===== config.mk =====
export PLATFORM = sky130hd
export DESIGN_NAME = fifo_drain_reader
export DESIGN_NICKNAME = d
export VERILOG_FILES = /design/src/rtl/fifo_drain_reader.sv
export SDC_FILE = /design/constraint.sdc
export NUM_CORES = 1
export LEC_CHECK = 0
export CORE_MARGIN = 4
export CORE_UTILIZATION = 30
export CTS_BUF_LIST = sky130_fd_sc_hd__clkbuf_16
export DETAILED_ROUTE_END_ITERATION = 10
export GPL_ROUTABILITY_DRIVEN = 0
export GPL_TIMING_DRIVEN = 1
export PLACE_DENSITY_LB_ADDON = 0.08
export SLEW_MARGIN = 20
export SYNTH_ARGS = -nofsm -noshare
export SYNTH_HDL_FRONTEND = slang
export SYNTH_SLANG_ARGS = --single-unit

===== constraint.sdc =====
create_clock -name clk -period 6 [get_ports clk]
set_input_delay 1.5 -clock clk [delete_from_list [all_inputs] [get_ports clk]]
set_output_delay 1.5 -clock clk [all_outputs]
set_load 0.005 [all_outputs]

===== src/rtl/fifo_drain_reader.sv =====
// Read-side controller for a flag-only FIFO: shadow occupancy count, underflow-free
// read issue, and a 2-entry skid buffer presenting the data as a valid/ready stream.
module fifo_drain_reader #(
  parameter int unsigned DEPTH = 6,
  parameter int unsigned WIDTH = 8
) (
  input  logic             clk,
  input  logic             reset,
  input  logic             wr_seen,
  output logic             fifo_rd_en,
  input  logic [WIDTH-1:0] fifo_data,
  output logic [WIDTH-1:0] m_data,
  output logic             m_valid,
  input  logic             m_ready,
  output logic [DEPTH:0]   fifo_level,
  output logic             drop_err
);

  localparam int unsigned    CAP      = 1 << DEPTH;
  localparam logic [DEPTH:0] FULL_CNT = CAP[DEPTH:0];

  logic [DEPTH:0]   count, count_next;
  logic             inflight;
  logic [1:0]       occ, occ_after_pop, occ_next;
  logic [2:0]       outside;
  logic [WIDTH-1:0] head, tail;
  logic             pop, rd, wr_acc;

  always_comb begin
    pop           = m_valid & m_ready;
    occ_after_pop = occ - {1'b0, pop};
    outside       = {1'b0, occ_after_pop} + {2'b00, inflight};
    rd            = (count != '0) && (outside < 3'd2);
    // A write into a full FIFO still lands when the same edge also reads.
    wr_acc        = wr_seen & ((count != FULL_CNT) | rd);
    count_next    = count + {{DEPTH{1'b0}}, wr_acc} - {{DEPTH{1'b0}}, rd};
    occ_next      = occ_after_pop + {1'b0, inflight};
  end

  always_ff @(posedge clk or posedge reset) begin
    if (reset) begin
      count    <= '0;
      inflight <= 1'b0;
      occ      <= '0;
      head     <= '0;
      tail     <= '0;
      drop_err <= 1'b0;
    end else begin
      count    <= count_next;
      inflight <= rd;
      occ      <= occ_next;
      if (wr_seen && !wr_acc)
        drop_err <= 1'b1;
      if (pop)
        head <= tail;
      // Arriving word goes to head when the buffer drains empty this edge; overrides the shift.
      if (inflight) begin
        if (occ_after_pop == 2'd0)
          head <= fifo_data;
        else
          tail <= fifo_data;
      end
    end
  end

  always_comb begin
    fifo_rd_en = rd;
    fifo_level = count;
    m_valid    = (occ != 2'd0);
    m_data     = head;
  end

endmodule


## Word level (Yosys, flattened, before mapping)

Index checks and enable logic that the tools add are counted.

| storage, ports and cells | value |
|---|---|
| flip-flop bits (word level) | 27 |
| output and inout bits | 18 |
| word-level logic and storage cells | 27 |

| operators by class | value |
|---|---|
| add/sub/neg operators | 5 |
| magnitude comparators | 1 |
| equality and inequality tests | 1 |
| mux-type cells | 3 |
| bitwise gates (word level) | 4 |
| reduce and logical (&&, ||, !) cells | 7 |

Operator list:

| cell | count |
|---|---|
| 8-bit two-way mux | 3 |
| 7-bit by 1-bit adder with 7-bit output | 1 |
| 7-bit inequality test, second input constant | 1 |
| 7-bit nonzero test | 1 |
| 7-bit by 1-bit subtractor with 7-bit output | 1 |
| 2-bit by 1-bit adder with 3-bit output | 1 |
| 3-bit by 2-bit < comparator with 1-bit output, second input constant | 1 |
| 2-bit by 1-bit adder with 2-bit output | 1 |
| 1-bit AND | 2 |
| 1-bit logical AND | 2 |
| 2-bit zero test | 1 |
| 2-bit AND reduction | 1 |
| 2-bit nonzero test | 1 |
| 2-bit by 1-bit subtractor with 2-bit output | 1 |
| 1-bit zero test | 1 |
| 1-bit NOT | 1 |
| 1-bit OR | 1 |

## Logic depth before layout (Yosys ltp)

Gate-level depths: netlist of the first run.

| logic depth | value |
|---|---|
| depth in word-level cells | 10 |
| depth in mapped cells | 19 |

## Worst setup path after synthesis of the first run

OpenSTA, ideal clock, no wires.

| timing | value |
|---|---|
| kind | in2reg |
| start point | in m_ready |
| end point | reg count[6], in the netlist fifo_level[6] |
| library setup time | 128 ps |
| arrival | 4042 ps |
| required time | 5872 ps |
| setup slack | 1830 ps |
| cell stages on the path | 17 |
| path buffers | 0 |
| cell sequence | nand2_4 > inv_1 > ha_1 > inv_1 > ha_1 > inv_1 > ha_1 > o21ai_0 > nor2_1 > a31o_2 > ha_1 > inv_1 > fa_1 > and2b_2 > o311a_2 > o32a_1 > nand3_1 |

| on the way | value |
|---|---|
| longest elaborated chain between the ends | 9 |

Ends and longest elaborated chain:

| element | RTL line | source |
|---|---|---|
| start, declared | 14 | `input logic m_ready,` |
| 1-bit AND (*) | 30 | `pop = m_valid & m_ready;` |
| 2-bit by 1-bit subtractor with 2-bit output (*) | 31 | `occ_after_pop = occ - {1'b0, pop};` |
| 2-bit by 1-bit adder with 3-bit output (*) | 32 | `outside = {1'b0, occ_after_pop} + {2'b00, inflight};` |
| 3-bit by 2-bit < comparator with 1-bit output (*) | 33 | `rd = (count != '0) && (outside < 3'd2);` |
| 1-bit logical AND (*) | 33 |  |
| 1-bit OR | 35 | `wr_acc = wr_seen & ((count != FULL_CNT) \| rd);` |
| 1-bit AND | 35 |  |
| 7-bit by 1-bit adder with 7-bit output | 36 | `count_next = count + {{DEPTH{1'b0}}, wr_acc} - {{DEPTH{1'b0}}, rd};` |
| 7-bit by 1-bit subtractor with 7-bit output (*) | 36 |  |
| via count_next[6] | 22 | `logic [DEPTH:0] count, count_next;` |
| end signal, assigned | 49 | `count <= count_next;` |
| end, declared | 22 |  |

Mark *: on every way through the listed nets, which the timed path passes. The rest lies on a longest branch.
A chain may end at the register's enable or synchronous reset.

## Final worst setup path of the first run

| timing | value |
|---|---|
| start point | in m_ready |
| end point | out fifo_rd_en |

| on the way | value |
|---|---|
| longest elaborated chain between the ends | 5 |

Ends and longest elaborated chain:

| element | RTL line | source |
|---|---|---|
| 1-bit AND | 30 |  |
| 2-bit by 1-bit subtractor with 2-bit output | 31 |  |
| 2-bit by 1-bit adder with 3-bit output | 32 |  |
| 3-bit by 2-bit < comparator with 1-bit output | 33 |  |
| 1-bit logical AND | 33 |  |
| end, declared | 10 | `output logic fifo_rd_en,` |

No other way between the ends.

==> flow_metrics.py, run 1 <==
metrics = {
    "pwr": {
        "power_density_nw_per_um2": 628.6,
        "finalPower_uw": 1160,
        "peakVddDrop_mv": 0.2474,
        "p_leak_uw": 0.0008639,
    },
    "critical_path": {
        "cp.required_ps": 4500,
        "regToRegSetupSlack_ps": 2370,
        "critPathLaunchType": "input port",
        "reg2reg_from": "occ[1]$_DFF_PP0_",
        "r2r-end": "fifo_level[6]$_DFF_PP0_",
        "crit_path_end_kind": "primary output",
        "path_max_fanout": 9,
        "cp_data_arrival_time_ps": 3710,
        "ff2ff_path_depth": 18,
        "crit_type": "input port to primary output",
    },
    "clock_tree": {
        "post_cts_buffers": 0,
        "clkTransAtPathRegs_ps": 60,
        "cts_sinks": 27,
        "clockRootBuffer": "clkbuf_16",
        "cts_buffers": 3,
        "clk_latency_ps": 260,
        "cts_max_level": 1,
        "ctsResizeCount": 0,
        "cts_tree": "built",
        "cts_hold_buf": 0,
        "max-clock-path-buffers": 2,
    },
    "hold_path": {
        "hold_end": "drop_err$_DFFE_PP0P_",
        "hp-start": "drop_err$_DFFE_PP0P_",
        "hold_depth": 1,
        "hold_class": "flop to flop",
    },
    "grt": {
        "grt_pass1_vias": 1082,
        "grt_usage_pct": 10.19,
        "grt_max_degree": 28,
        "grt_pass1_wl_mm": 4.850,
        "overflow": 0,
        "antenna_found_initial": 0,
    },
    "routing": {
        "drt_iter0_markers": 22,
        "routedWlPerCell_um": 13.01,
        "drc_errors": 0,
        "routed_wl_mm": 2.706,
        "via_per_inst": 4.692,
        "drt_first_pass_iters": 4,
        "dr_total_vias": 976,
        "ant_nets": 0,
    },
    "sta": {
        "tns_ps": 0,
        "hold_ws_ps": 475.2,
        "period_minus_slack_ps": 5208,
        "max_freq_mhz": 192.0,
        "setup_viol": 0,
        "finalHoldViolations": 0,
        "rsz0062_at_grt": "no",
        "relSlewSlack_pct": 60.88,
        "slew_viol_final": 0,
        "worst_pin_slew_ps": 586.0,
        "fin_crit_sh_pct": 86.80,
        "skew_ps": 5.037,
    },
    "yosys": {
        "ys_seq_area_share_pct": 47.70,
        "post_synth_num_cell_types": 34,
        "avgSynthCellArea_um2": 11.33,
        "yosysWarnings": 0,
        "synth.ff_latch_count": 27,
        "syn_inst": 125,
        "synth_area_um2": 1416,
        "syn_nets": 149,
    },
    "cells_and_area": {
        "fin_nets": 181,
        "drive_above_1_share_pct": 12.82,
        "syn2layout_area_growth_pct": 30.30,
        "diodes": 0,
        "fillers": 431,
    },
    "run": {
        "max_cap_viol_count": 0,
    },
    "floorplanning": {
        "ios": 30,
        "die_x_um": 76.71,
        "die_area_um2": 5884,
        "core_area_um2": 4474,
        "initial_core_util_pct": 31.66,
        "rows": 24,
        "die_h_um": 76.71,
    },
    "run_status": {
        "status": "finished clean",
    },
    "place": {
        "portBuffers": 29,
        "dp_hpwl_mm": 2.054,
    },
}
==> Yosys cell counts <==
cell        n  area [um^2]
nand4bb_1   1        11.26
or2_1       1        6.260
mux2i_1     8        80.08
nor4bb_1    1        10.01
a21oi_1    11        55.05
nand2_4     1        11.26
clkbuf_1    1        3.750
mux2_2      8        90.09
o31ai_1     1        7.510
xnor2_1     1        8.760
a211oi_1    1        7.510
xnor2_2     1        16.27
a21boi_4    1        18.77
ha_1       11        137.6
and2b_2     1        8.760
inv_1      17        63.81
nand3_2     1        10.01
buf_2       1        5.000
o32a_1      1        10.01
o311a_2     1        11.26
or3_1       1        6.260
nand2_1     2        7.510
nand2b_1    1        6.260
dfrtp_1    27        675.7
nor2b_1     1        6.260
a31o_2      1        8.760
o21bai_1    1        7.510
a41o_1      1        10.01
xor2_1      3        26.28
nor2_1     11        41.29
o21ai_0     2        10.01
a21o_1      1        7.510
nand3_1     2        10.01
fa_1        1        20.02
==> report_power, final <==
| group | leakage [uW] | internal [uW] | switching (uW) |
|---|---|---|---|
| registers | 0.000316 | 287 | 64.7 |
| clock network | 0.0000371 | 90.5 | 62.1 |
| logic | 0.000511 | 362 | 294 |
| total | 0.000864 | 739 | 421 |
==> worst max-delay path: stages <==
cell and delay, ps:
clkdlybuf4s50_1 440, nand2_4 170, inv_1 60, ha_1 360, inv_1 60, ha_1 170, inv_1 50, ha_1 180
o21ai_0 120, inv_1 90, clkdlybuf4s50_1 500
==> per-stage QoR <==
step	setup WS [ps]	std cells	util, %	instance area [um^2]
2_1_floorplan	1830	125	-	1416
3_3_place_gp	816.1	204	39.40	1763
3_5_place_dp	779.2	204	39.40	1763
4_1_cts	770.4	208	41.25	1846
5_1_grt	650.0	208	41.25	1846
6_report	792.0	208	41.25	1846
==> worst max-delay path by stage <==
stage                     startpoint                 endpoint  slack [ps]  depth (start not counted)
after floorplan              m_ready  fifo_level[6]$_DFF_PP0_        1830                         17
after CTS                    m_ready               fifo_rd_en         770                         11
final                        m_ready               fifo_rd_en         790                         11
after global placement       m_ready               fifo_rd_en         820                         11
after global routing         m_ready               fifo_rd_en         650                         11
after detailed placement     m_ready               fifo_rd_en         780                         11
==> per-layer routing <==
metal	vias up	track usage, %	part of all wire [%]
li1	485	-	-
met1	473	12.13	43
met2	16	17.51	53
met3	2	2.342	3.8
met4	0	4.348	0.78
met5	-	0	0
==> sequential cells by signal, summed over array words and instances (netlist names) <==
name,cells
inflight,1
occ,2
fifo_level,7
drop_err,1
tail,8
m_data,8
==> logic make-up after synthesis <==
kind of cell               synth area share, %
and+or+nand+nor                          9.542
muxes                                    12.01
buffers and inverters                    5.123
adders and majority gates                11.13
xor gates and xnor gates                 3.623
AOI/OAI and AO/OA                        10.87
DFF                                      47.70
==> cell usage in the layout (no fill, tap or decap) <==
cell	n
a211oi_1	1
a21boi_4	1
a21o_1	1
a21oi_1	11
a31o_2	1
a41o_1	1
and2b_2	1
clkbuf_16	3
clkdlybuf4s50_1	29
clkinvlp_4	1
dfrtp_1	27
fa_1	1
ha_1	11
inv_1	16
inv_2	1
mux2_2	8
mux2i_1	8
nand2_1	2
nand2_4	1
nand2b_1	1
nand3_1	2
nand3_2	1
nand4bb_1	1
nor2_1	11
nor2b_1	1
nor4bb_1	1
o21ai_0	2
o21bai_1	1
o311a_2	1
o31ai_1	1
o32a_1	1
or2_1	1
or3_1	1
xnor2_1	1
xnor2_2	1
xor2_1	3
==> final cells by class <==
| type | count | area (um^2) | share of cell area (%) |
|---|---|---|---|
| clock buffers | 3 | 75.07 | 4.068 |
| clock inverters | 1 | 7.507 | 0.4068 |
| inverters | 17 | 63.81 | 3.458 |
| multi-input cells | 79 | 668.1 | 36.20 |
| flip-flops and latches | 27 | 675.6 | 36.61 |
| well taps | 52 | 65.06 | 3.525 |
| repair buffers | 29 | 290.3 | 15.73 |
Power figures use the tool's default switching activity.
==> run 2, diff against run 1 <==
- clock period: 6 -> 5.1 ns (I/O delays scaled with it)
==> run 2 against run 1 <==
Combinational power up 18%. Die area unchanged. Global-route usage about the same. Final cell count unchanged. Utilization down 0.084 points. Critical endpoint unchanged. First-iteration DRC count unchanged.
==> flow_metrics.py, run 2 (synthesized netlist as in run 1, its figures left out) <==
metrics = {
    "clock_tree": {
        "post_cts_buffers": 0,
        "max-clock-path-buffers": 2,
        "clockRootBuffer": "clkbuf_16",
        "clkTransAtPathRegs_ps": 70,
        "cts_hold_buf": 0,
        "cts_tree": "built",
        "cts_buffers": 3,
        "ctsResizeCount": 0,
        "cts_max_level": 1,
        "cts_sinks": 27,
        "clk_latency_ps": 260,
    },
    "cells_and_area": {
        "drive_above_1_share_pct": 12.18,
        "finish.utilization_pct": 41.16,
        "fin_nets": 181,
        "syn2layout_area_growth_pct": 30.04,
        "final_common_cell": "clkdlybuf4s50_1",
        "final_cells": 208,
        "mostFrequentLayoutCells": "29 x clkdlybuf4s50_1, 27 x dfrtp_1, 17 x inv_1",
        "diodes": 0,
    },
    "sta": {
        "tns_ps": 0,
        "fin_crit_sh_pct": 92.89,
        "relSlewSlack_pct": 61.67,
        "finalHoldViolations": 0,
        "skew_ps": 5.609,
        "setup_viol": 0,
        "rsz0062_at_grt": "no",
        "period_minus_slack_ps": 4738,
        "slew_viol_final": 0,
        "max_freq_mhz": 211.1,
        "worst_pin_slew_ps": 574.1,
    },
    "critical_path": {
        "critPathLaunchType": "input port",
        "crit_slowest_cell": "clkdlybuf4s50_1",
        "critPathMaxStageDelay_ps": 500,
        "cp_data_arrival_time_ps": 3460,
        "cp.required_ps": 3830,
        "path_max_fanout": 9,
        "crit_path_end_kind": "primary output",
        "crit_type": "input port to primary output",
        "regToRegSetupSlack_ps": 1490,
        "critPathTopFamily": "buffers and inverters",
        "worstPathCellList": "clkdlybuf4s50_1, nand2_4, inv_1, ha_1, inv_1, ha_1, inv_1, ha_1, o21ai_0, inv_1, clkdlybuf4s50_1",
        "critical_path_buf_inv_count": 6,
        "crit_path_frequent_cell": "inv_1",
    },
    "grt": {
        "grt_pass1_vias": 1051,
        "grt_pass1_wl_mm": 4.857,
        "grt_max_degree": 28,
        "grt_usage_pct": 10.16,
        "overflow": 0,
        "antenna_found_initial": 0,
    },
    "pwr": {
        "finalPower_uw": 1363,
        "p_leak_uw": 0.0008691,
        "power_density_nw_per_um2": 740.2,
        "peakVddDrop_mv": 0.2987,
    },
    "hold_path": {
        "hold_class": "flop to flop",
    },
    "floorplanning": {
        "initial_core_util_pct": 31.66,
        "die_area_um2": 5884,
        "ios": 30,
        "core_area_um2": 4474,
        "rows": 24,
        "die_h_um": 76.71,
        "die_x_um": 76.71,
    },
    "place": {
        "portBuffers": 29,
        "dp_hpwl_mm": 2.068,
        "dpl.cell_count": 204,
    },
    "routing": {
        "via_per_inst": 4.668,
        "drt_iter0_markers": 22,
        "routedWlPerCell_um": 13.18,
        "dr_total_vias": 971,
        "drc_errors": 0,
        "ant_nets": 0,
        "routed_wl_mm": 2.742,
        "drt_first_pass_iters": 4,
    },
    "run": {
        "max_cap_viol_count": 0,
    },
    "run_status": {
        "status": "finished clean",
    },
}
-- run 2: cell count changes in the layout (fill, tap and decap cells not counted), sizes merged --
| cell | delta |
|---|---|
| inv | +1 |
| clkinvlp | -1 |
-- run 2: layout make-up --
type	instances	area [um^2]
fillers	434	2633
multi-input cells	79	668.1
inverters	17	63.81
repair buffers	29	290.3
clock inverters	1	3.754
clock buffers	3	75.07
well taps	52	65.06
flip-flops and latches	27	675.6
-- run 2: path summary, 6_finish.rpt --
| path | startpoint | endpoint | cells past startpoint |
|---|---|---|---|
| worst min register to register | drop_err$_DFFE_PP0P_ | drop_err$_DFFE_PP0P_ | 1 |
| max in group asynchronous | reset | tail[5]$_DFFE_PP0P_ | 2 |
| min in group asynchronous | reset | fifo_level[2]$_DFF_PP0_ | 2 |
| worst min-delay path | drop_err$_DFFE_PP0P_ | drop_err$_DFFE_PP0P_ | 1 |
| worst max-delay path | m_ready | fifo_rd_en | 11 |
| worst max register to register | occ[1]$_DFF_PP0_ | fifo_level[6]$_DFF_PP0_ | 18 |
-- run 2: stage by stage --
step	worst slack, ps	hold slack [ps]	instance area [um^2]
after floorplan	1155	460.2	1416
after global placement	368.7	463.5	1763
after detailed placement	348.1	454.6	1763
after CTS	336.0	470.3	1842
after global routing	194.1	522.4	1842
final	362.5	466.5	1842
-- run 2: routing by layer --
layer / part of all wire, % / track usage, %
met2: 52 / 17.25
met1: 44 / 12.56
met5: 0 / 0
met3: 3.7 / 2.576
met4: 0.51 / 3.261
-- run 2: power by group --
group | internal (uW) | leakage [uW] | switching (uW)
clock network | 105 | 0.0000423 | 70.0
logic | 426 | 0.000511 | 350
registers | 337 | 0.000316 | 75.4
total | 868 | 0.000869 | 495
